$ cat config.mk
export PLATFORM = sky130hd
export DESIGN_NAME = mmio_uart_tx_flat
export DESIGN_NICKNAME = d
export VERILOG_FILES = /design/src/rtl/mmio_uart_tx_if.sv /design/src/rtl/mmio_uart_tx.sv /design/src/flat_wrapper.sv
export SDC_FILE = /design/constraint.sdc
export NUM_CORES = 1
export LEC_CHECK = 0
export ABC_AREA = 1
export CAP_MARGIN = 40
export CORE_AREA = 3 3 106 108
export DETAILED_ROUTE_END_ITERATION = 7
export DIE_AREA = 0 0 109 111
export GPL_ROUTABILITY_DRIVEN = 0
export PLACE_DENSITY_LB_ADDON = 0.05
export SETUP_SLACK_MARGIN = 0.15
export SYNTH_ARGS = -nofsm -noshare
export SYNTH_HDL_FRONTEND = slang
export SYNTH_SLANG_ARGS = --single-unit
$ cat constraint.sdc
create_clock -name clk -period 5.2 [get_ports clk]
set_input_delay 1.04 -clock clk [delete_from_list [all_inputs] [get_ports clk]]
set_output_delay 1.04 -clock clk [all_outputs]
set_load 0.05 [all_outputs]
$ cat src/rtl/mmio_uart_tx_if.sv
// CPU memory-stage bus for the UART transmitter: select, byte address,
// byte-lane write strobes, store data and combinational load data.
interface mmio_uart_tx_if;
  logic        sel;
  logic [3:0]  addr;
  logic [3:0]  w_en;
  logic [31:0] w_data;
  logic [31:0] r_data;

  modport master (output sel, output addr, output w_en, output w_data, input r_data);
  modport slave  (input sel, input addr, input w_en, input w_data, output r_data);
endinterface

$ cat src/rtl/mmio_uart_tx.sv
// Memory-mapped 8N1 UART transmitter with a small byte FIFO, a programmable
// baud divisor, a sticky overflow flag and an idle/empty interrupt.
module mmio_uart_tx #(
  parameter int          FIFO_DEPTH = 4,
  parameter logic [15:0] BAUD_RST   = 16'd16
) (
  input  logic             clk,
  input  logic             rst,
  mmio_uart_tx_if.slave    bus,
  output logic             tx,
  output logic             irq
);

  localparam int PTR_W = $clog2(FIFO_DEPTH);
  localparam logic [PTR_W-1:0] PTR_ONE  = PTR_W'(1);
  localparam logic [PTR_W:0]   CNT_ONE  = (PTR_W+1)'(1);
  localparam logic [PTR_W:0]   CNT_FULL = (PTR_W+1)'(FIFO_DEPTH);

  typedef enum logic [1:0] {IDLE, START, DATA, STOP} state_t;

  state_t           state;
  logic [7:0]       mem [FIFO_DEPTH];
  logic [PTR_W-1:0] wr_ptr, rd_ptr;
  logic [PTR_W:0]   count, count_nxt;
  logic             ovf;
  logic [15:0]      div, div_eff, bit_cnt;
  logic [2:0]       bit_idx;
  logic [7:0]       shreg;

  logic full, empty, push_req, push, pop, ovf_set, ovf_clr, bit_end, idle_nxt;
  logic [7:0]  status;
  logic [31:0] r_data_c;

  assign full     = (count == CNT_FULL);
  assign empty    = (count == '0);
  assign push_req = bus.sel && (bus.addr[3:2] == 2'd0) && bus.w_en[0];
  assign push     = push_req && !full;
  assign ovf_set  = push_req && full;
  assign ovf_clr  = bus.sel && (bus.addr[3:2] == 2'd1) && bus.w_en[0] && bus.w_data[3];

  assign div_eff  = (div == 16'd0) ? 16'd1 : div;
  // Comparing with >= lets a freshly shrunk divisor end the current bit at once.
  assign bit_end  = (bit_cnt >= div_eff - 16'd1);
  assign pop      = !empty && ((state == IDLE) || ((state == STOP) && bit_end));
  assign idle_nxt = empty && ((state == IDLE) || ((state == STOP) && bit_end));

  always_comb begin
    // NOTE: every always_comb output gets a default first so no latch is inferred.
    count_nxt = count;
    case ({push, pop})
      2'b10:   count_nxt = count + CNT_ONE;
      2'b01:   count_nxt = count - CNT_ONE;
      default: count_nxt = count;
    endcase
  end

  assign status = {4'(count), ovf, empty, full, state != IDLE};

  always_comb begin
    r_data_c = '0;
    if (bus.sel) begin
      case (bus.addr[3:2])
        2'd1:    r_data_c = {24'd0, status};
        2'd2:    r_data_c = {16'd0, div};
        default: r_data_c = '0;
      endcase
    end
  end
  assign bus.r_data = r_data_c;

  // NOTE: the byte storage has no reset; pointers and count alone define its contents.
  always_ff @(posedge clk) begin
    if (push) mem[wr_ptr] <= bus.w_data[7:0];
  end

  always_ff @(posedge clk or negedge rst) begin
    if (!rst) begin
      wr_ptr <= '0;
      rd_ptr <= '0;
      count  <= '0;
      ovf    <= 1'b0;
      div    <= BAUD_RST;
    end else begin
      if (push) wr_ptr <= wr_ptr + PTR_ONE;
      if (pop)  rd_ptr <= rd_ptr + PTR_ONE;
      count <= count_nxt;
      if (ovf_set)      ovf <= 1'b1;
      else if (ovf_clr) ovf <= 1'b0;
      if (bus.sel && (bus.addr[3:2] == 2'd2)) begin
        if (bus.w_en[0]) div[7:0]  <= bus.w_data[7:0];
        if (bus.w_en[1]) div[15:8] <= bus.w_data[15:8];
      end
    end
  end

  always_ff @(posedge clk or negedge rst) begin
    if (!rst) begin
      state   <= IDLE;
      tx      <= 1'b1;
      irq     <= 1'b1;
      bit_cnt <= '0;
      bit_idx <= '0;
      shreg   <= '0;
    end else begin
      irq <= (count_nxt == '0) && idle_nxt;
      case (state)
        IDLE: begin
          if (!empty) begin
            shreg   <= mem[rd_ptr];
            tx      <= 1'b0;
            bit_cnt <= '0;
            state   <= START;
          end
        end
        START: begin
          if (bit_end) begin
            tx      <= shreg[0];
            shreg   <= shreg >> 1;
            bit_idx <= '0;
            bit_cnt <= '0;
            state   <= DATA;
          end else begin
            bit_cnt <= bit_cnt + 16'd1;
          end
        end
        DATA: begin
          if (bit_end) begin
            bit_cnt <= '0;
            if (bit_idx == 3'd7) begin
              tx    <= 1'b1;
              state <= STOP;
            end else begin
              tx      <= shreg[0];
              shreg   <= shreg >> 1;
              bit_idx <= bit_idx + 3'd1;
            end
          end else begin
            bit_cnt <= bit_cnt + 16'd1;
          end
        end
        STOP: begin
          if (bit_end) begin
            bit_cnt <= '0;
            if (!empty) begin
              shreg <= mem[rd_ptr];
              tx    <= 1'b0;
              state <= START;
            end else begin
              state <= IDLE;
            end
          end else begin
            bit_cnt <= bit_cnt + 16'd1;
          end
        end
        default: state <= IDLE;
      endcase
    end
  end

endmodule
$ cat src/flat_wrapper.sv
// flat-port wrapper written by rule: the top's interface ports become plain ports
module mmio_uart_tx_flat 
#(
  parameter int          FIFO_DEPTH = 4,
  parameter logic [15:0] BAUD_RST   = 16'd16
)
  (clk, rst, tx, irq, bus_sel, bus_addr, bus_w_en, bus_w_data, bus_r_data);
  mmio_uart_tx_if bus_i ();
  input  logic clk;
  input  logic rst;
  output logic tx;
  output logic irq;
  input wire logic [$bits(bus_i.sel)-1:0] bus_sel;
  input wire logic [$bits(bus_i.addr)-1:0] bus_addr;
  input wire logic [$bits(bus_i.w_en)-1:0] bus_w_en;
  input wire logic [$bits(bus_i.w_data)-1:0] bus_w_data;
  output wire logic [$bits(bus_i.r_data)-1:0] bus_r_data;
  assign bus_i.sel = bus_sel;
  assign bus_i.addr = bus_addr;
  assign bus_i.w_en = bus_w_en;
  assign bus_i.w_data = bus_w_data;
  assign bus_r_data = bus_i.r_data;
  mmio_uart_tx #(.FIFO_DEPTH(FIFO_DEPTH), .BAUD_RST(BAUD_RST)) u_core (.clk(clk), .rst(rst), .bus(bus_i), .tx(tx), .irq(irq));
endmodule
Word-level counts from Yosys, hierarchy flattened --
Memories as Yosys holds them, arrays and structs flattened. Cells that the tools add are included.
Operators by class: magnitude comparators 1, equality and inequality tests 15, $add $sub $neg 7, reduce and logical (&&, ||, !) cells 30, multiplexer cells 34
Operator list (number):
- $mux W16 | 4
- $pmux W16 S2 | 2
- $mux W8 | 5
- $pmux W8 S4 | 1
- $add A16 B1 Y16 const B | 1
- $ge A16 B16 Y1 | 1
- $logic_not A16 Y1 | 1
- $sub A16 B1 Y16 const B | 1
- $logic_and A1 B1 Y1 | 12
- $pmux W3 S2 | 2
- $mux W1 | 10
- $mux W2 | 5
- $mux W3 | 3
- $eq A2 B2 Y1 const B | 4
- $ne A2 B1 Y1 const B | 4
- $pmux W2 S4 | 1
- $reduce_and A4 Y1 | 2
- $add A3 B1 Y3 const B | 2
- $eq A2 B1 Y1 const B | 3
- $eq A3 B3 Y1 const B | 2
- $logic_not A3 Y1 | 2
- $reduce_bool A2 Y1 | 3
- $reduce_and A5 Y1 | 1
- $add A2 B1 Y2 const B | 2
- 9 further kinds | 13
Word-level totals: RAM bits 32, word-level logic and storage cells 100, bits of input ports 43, register bits 55, memories 1
Memory list:
- u_core.mem | words 4, bits a word 8, rd ports 1, clocked after memory_dff 0, write ports 1, line mmio_uart_tx.sv:22 | logic [7:0] mem [FIFO_DEPTH];

Longest topological paths before layout --
depth in word-level cells 11, depth in mapped cells 25, depth with buffers taken out 25

Least setup slack after synthesis --
OpenSTA, ideal clock, no wires.
kind reg2reg, start register u_core.div[4], end register u_core.count[2], stages on the path, launching flop included 24, path slack 1.376 ns, arrival time 3.693 ns, cell sequence dfstp_2 -> nor2_1 -> nand2_1 -> nor2_1 -> a31oi_1 -> ha_1 -> nand3_1 -> nor2_1 -> nand2_1 -> nor3_2 -> xor2_1 -> ha_1 -> nand4_1 -> a21oi_2 -> nor2_4 -> nand3_4 -> nand3_1 -> inv_1 -> ha_1 -> inv_1 -> fa_1 -> a21oi_1 -> o21ai_0 -> xor2_1
Between the ends: cells in the longest elaborated chain, start to end 9, elaborated cells on any way between the ends 10, classes of those cells 1 x add/sub; 1 x order compare; 2 x eq/ne; 2 x mux; 4 x reduce/logical
RTL lines:
- start, declared | line mmio_uart_tx.sv:26 | logic [15:0] div, div_eff, bit_cnt;
- start signal, assigned | line mmio_uart_tx.sv:90 | if (bus.w_en[0]) div[7:0] <= bus.w_data[7:0];
- $logic_not A16 Y1 | line mmio_uart_tx.sv:41 | assign div_eff = (div == 16'd0) ? 16'd1 : div;
- $mux W16 (*) | line mmio_uart_tx.sv:41
- $sub A16 B1 Y16 (*) | line mmio_uart_tx.sv:43 | assign bit_end = (bit_cnt >= div_eff - 16'd1);
- $ge A16 B16 Y1 (*) | line mmio_uart_tx.sv:43
- $logic_and A1 B1 Y1 (*) | line mmio_uart_tx.sv:44 | assign pop = !empty && ((state == IDLE) || ((state == STOP) && bit_end));
- $logic_or A1 B1 Y1 (*) | line mmio_uart_tx.sv:44
- $logic_and A1 B1 Y1 (*) | line mmio_uart_tx.sv:44
- via u_core.pop | line mmio_uart_tx.sv:30 | logic full, empty, push_req, push, pop, ovf_set, ovf_clr, bit_end, idle_nxt;
- $eq A2 B1 Y1 / $eq A2 B2 Y1 (equally long branches) | line mmio_uart_tx.sv:50 | case ({push, pop})
- $pmux W3 S2 (*) | line mmio_uart_tx.sv:50
- via u_core.count_nxt[2] | line mmio_uart_tx.sv:24 | logic [PTR_W:0] count, count_nxt;
- end signal, assigned | line mmio_uart_tx.sv:86 | count <= count_nxt;
- end, declared | line mmio_uart_tx.sv:24
The timed path passes the listed nets; every way through them passes the cells marked *. A chain may end at the register's enable or synchronous reset.

Worst setup path after layout --
Ends and elaborated chain as after synthesis.

==> results.txt <==
Total GRT Usage -> 19.1%
Ports -> 77
Clock Latency Late Sink -> 0.38 ns
Worst setup EP type -> flip-flop
Maxcap violations -> 0
Sequential fraction of the synthesis area -> 45.1%
Pwr per Cell Area -> 419 nW/um^2
Hold path cells -> 2
Final #Nets -> 691
Rel. slew slack -> 44.8%
Worst EP required -> 5.46 ns
Avg WL per Cell -> 14.4 um
Mean post-synth cell area -> 9.01 um^2
Launch point of the worst hold path -> u_core.tx$_DFFE_PN1P_
Post-Syn Instances -> 576
H-tree levels -> 3
Final setup viols -> 0
Final HPWL DP -> 8010 um
Drt pass-1 iters -> 5
Status -> finished clean
Layout cell share with drive strength beyond 1 -> 10.5%
Clock Pin Slew Worst Setup and Hold Paths -> 0.09 ns
DRC errors left -> 0
# hold bufs at CTS -> 0
Asr flop ratio synth -> 63.2%
Post-Layout Cell Count -> 755
CTS max path bufs -> 2
Period minus WS final -> 4.48 ns
GRT overflow -> 0
# resized after CTS -> 0
Worst hold slack -> 0.473 ns
First-pass GRT wire length -> 18,100 um
Via count -> 3,822
CTS root buf -> clkbuf_8
IO buf count -> 40
WHS Endpoint -> u_core.tx$_DFFE_PN1P_
Crit path from -> u_core.div[4]$_DFFE_PN1P_
Inserted Clock Buffers -> 9
Most common cell after layout, fill and taps aside -> nand2_1
Fmax -> 0.223 GHz
Vias in the first global route -> 3,743
Starting density of the core -> 50.3%
Area grow syn2layout -> 11.6%
Vias per Instance -> 5.06
Commonest cells after routing, fill and taps aside -> 104 x nand2_1, 68 x nor2_1, 63 x inv_1
Post-synth EDFFs -> 32
R2r endpoint -> u_core.count[2]$_DFF_PN0_
Die W -> 109 um
Largest net degree at the start of global routing -> 56
Clk_skew -> 0.00969 ns
Post-Route WL -> 10,900 um
Crit share post-route -> 86.2%
Core Region -> 10,300 um^2
Power, Total -> 2.43 mW
Pleak -> 2.59 nW
Least-Margin Pin Slew -> 0.826 ns
Initial antenna violation count -> 0
Maximum vdd ir drop -> 287 uV
Post-Route Utilization -> 56.1%
Critical Path Fanout Max -> 19
Chip Height -> 111 um
Final hold vios -> 0
Post-CTS Setup Repair Bufs -> 0
Clk sinks -> 87
Placed cells -> 739
RSZ-0062 raised after global routing -> no
Diode count -> 0
R2r startpoint -> u_core.div[4]$_DFFE_PN1P_
Rows -> 37
Mapped Area -> 5190 um^2
Top FF cell, synth -> dfrtp_1
Crit Path Class -> flip-flop to flip-flop
Unique cell type count in the Yosys netlist -> 43
Fin. max-slew vios -> 0
DRT antenna net count -> 0
Initial drt markers -> 169
CP Data Arrival Time -> 4.75 ns
Flop2flop setup slack -> 0.72 ns
Die area -> 12,100 um^2
Startpoint class of the critical path -> flip-flop
YS warnings -> 0
R2R depth -> 23
Hold Path Class -> flip-flop to flip-flop
FF+latch count, synth -> 87
CTS tree -> yes
Setup TNS -> 0 ns
power by group:
part	internal, mW	switching [mW]	total (mW)
combinational	0.358	0.646	1.00
sequential	0.837	0.141	0.978
clock	0.181	0.267	0.448
per-layer routing:
| layer | track usage [%] | up-vias | share of wire [%] |
|---|---|---|---|
| met5 | 0 | - | 0 |
| met4 | 5.89 | 0 | 1.6 |
| met3 | 4.54 | 18 | 4.5 |
| met2 | 27.9 | 93 | 44 |
| met1 | 28.0 | 1766 | 50 |
| li1 | - | 1945 | - |
worst max-delay path: stages (launching register included):
cell,delay (ns)
dfstp_2,0.61
nor2_1,0.06
nand2_1,0.09
nor2_1,0.06
a31oi_1,0.29
ha_1,0.26
nand3_1,0.14
nor2_1,0.24
nand2_1,0.14
nor3_2,0.14
xor2_1,0.09
ha_1,0.30
nand4_1,0.15
nor2_2,0.20
nand2_4,0.11
nand3_4,0.21
nand3_1,0.15
inv_1,0.10
ha_1,0.14
inv_1,0.07
fa_1,0.38
a21oi_1,0.15
o21ai_0,0.11
xor2_1,0.15
registers in the layout (all words and copies together), names as in the netlist:
signal          count
u_core.state        2
u_core.tx           1
u_core.ovf          1
u_core.irq          1
u_core.wr_ptr       2
u_core.shreg        8
u_core.bit_idx      3
u_core.count        3
u_core.bit_cnt     16
u_core.div         16
u_core.mem         32
u_core.rd_ptr       2
cell type report:
type,count,area [um^2]
Sequential cell,87,2340
Multi-Input combinational cell,409,2450
Fill cell,935,4530
Timing Repair Buffer,41,403
Tap cell,136,170
Inverter,66,248
Clock buffer,10,128
Clock inverter,6,58.8
synthesized netlist by cell type, types with 4 or more instances:
master,n,area share (%)
mux2i_1,7,1.4
o22ai_1,9,1.1
buf_2,6,0.58
a21oi_1,27,2.6
o21ai_2,9,1.5
nor3_1,6,0.58
nand4_1,16,1.9
dfrtp_1,52,25
buf_4,18,2.6
nor3_2,4,0.77
o21ai_0,24,2.3
inv_1,63,4.6
xor2_1,20,3.4
ha_1,33,8.0
nand3_1,19,1.8
nor2_2,4,0.48
nor2_1,68,4.9
o21ai_1,5,0.48
nand2_1,104,7.5
o22ai_2,5,1.2
edfxtp_1,32,19
xnor2_1,6,1.0
nand2_2,7,0.84
kinds of logic after synthesis:
logic type / count (synthesis) / synth area share (%)
fa+ha+maj: 34 / 8.34
xor+xnor: 26 / 4.39
flops: 87 / 45.1
other cells: 1 / 0.0723
compound gates: 86 / 10.3
buf+inv: 95 / 8.85
simple gates: 237 / 20.9
mux: 10 / 2.00
stage by stage:
stage / setup WS, ns / instance area [um^2]
floorplan: 1.38 / 5250
global placement: 0.781 / 5610
detailed placement: 0.696 / 5610
CTS: 0.672 / 5790
global route: 0.270 / 5790
finish: 0.718 / 5790
how the worst max path moves through the flow:
stage | end | slack [ns] | cells past startpoint
after floorplan | u_core.count[2]$_DFF_PN0_ | 1.38 | 23
after global placement | u_core.count[2]$_DFF_PN0_ | 0.78 | 23
after detailed placement | u_core.count[2]$_DFF_PN0_ | 0.70 | 23
after CTS | u_core.count[2]$_DFF_PN0_ | 0.67 | 23
after global routing | u_core.count[2]$_DFF_PN0_ | 0.27 | 23
final | u_core.count[2]$_DFF_PN0_ | 0.72 | 23
Note: power is estimated with default switching activity, not from simulation.
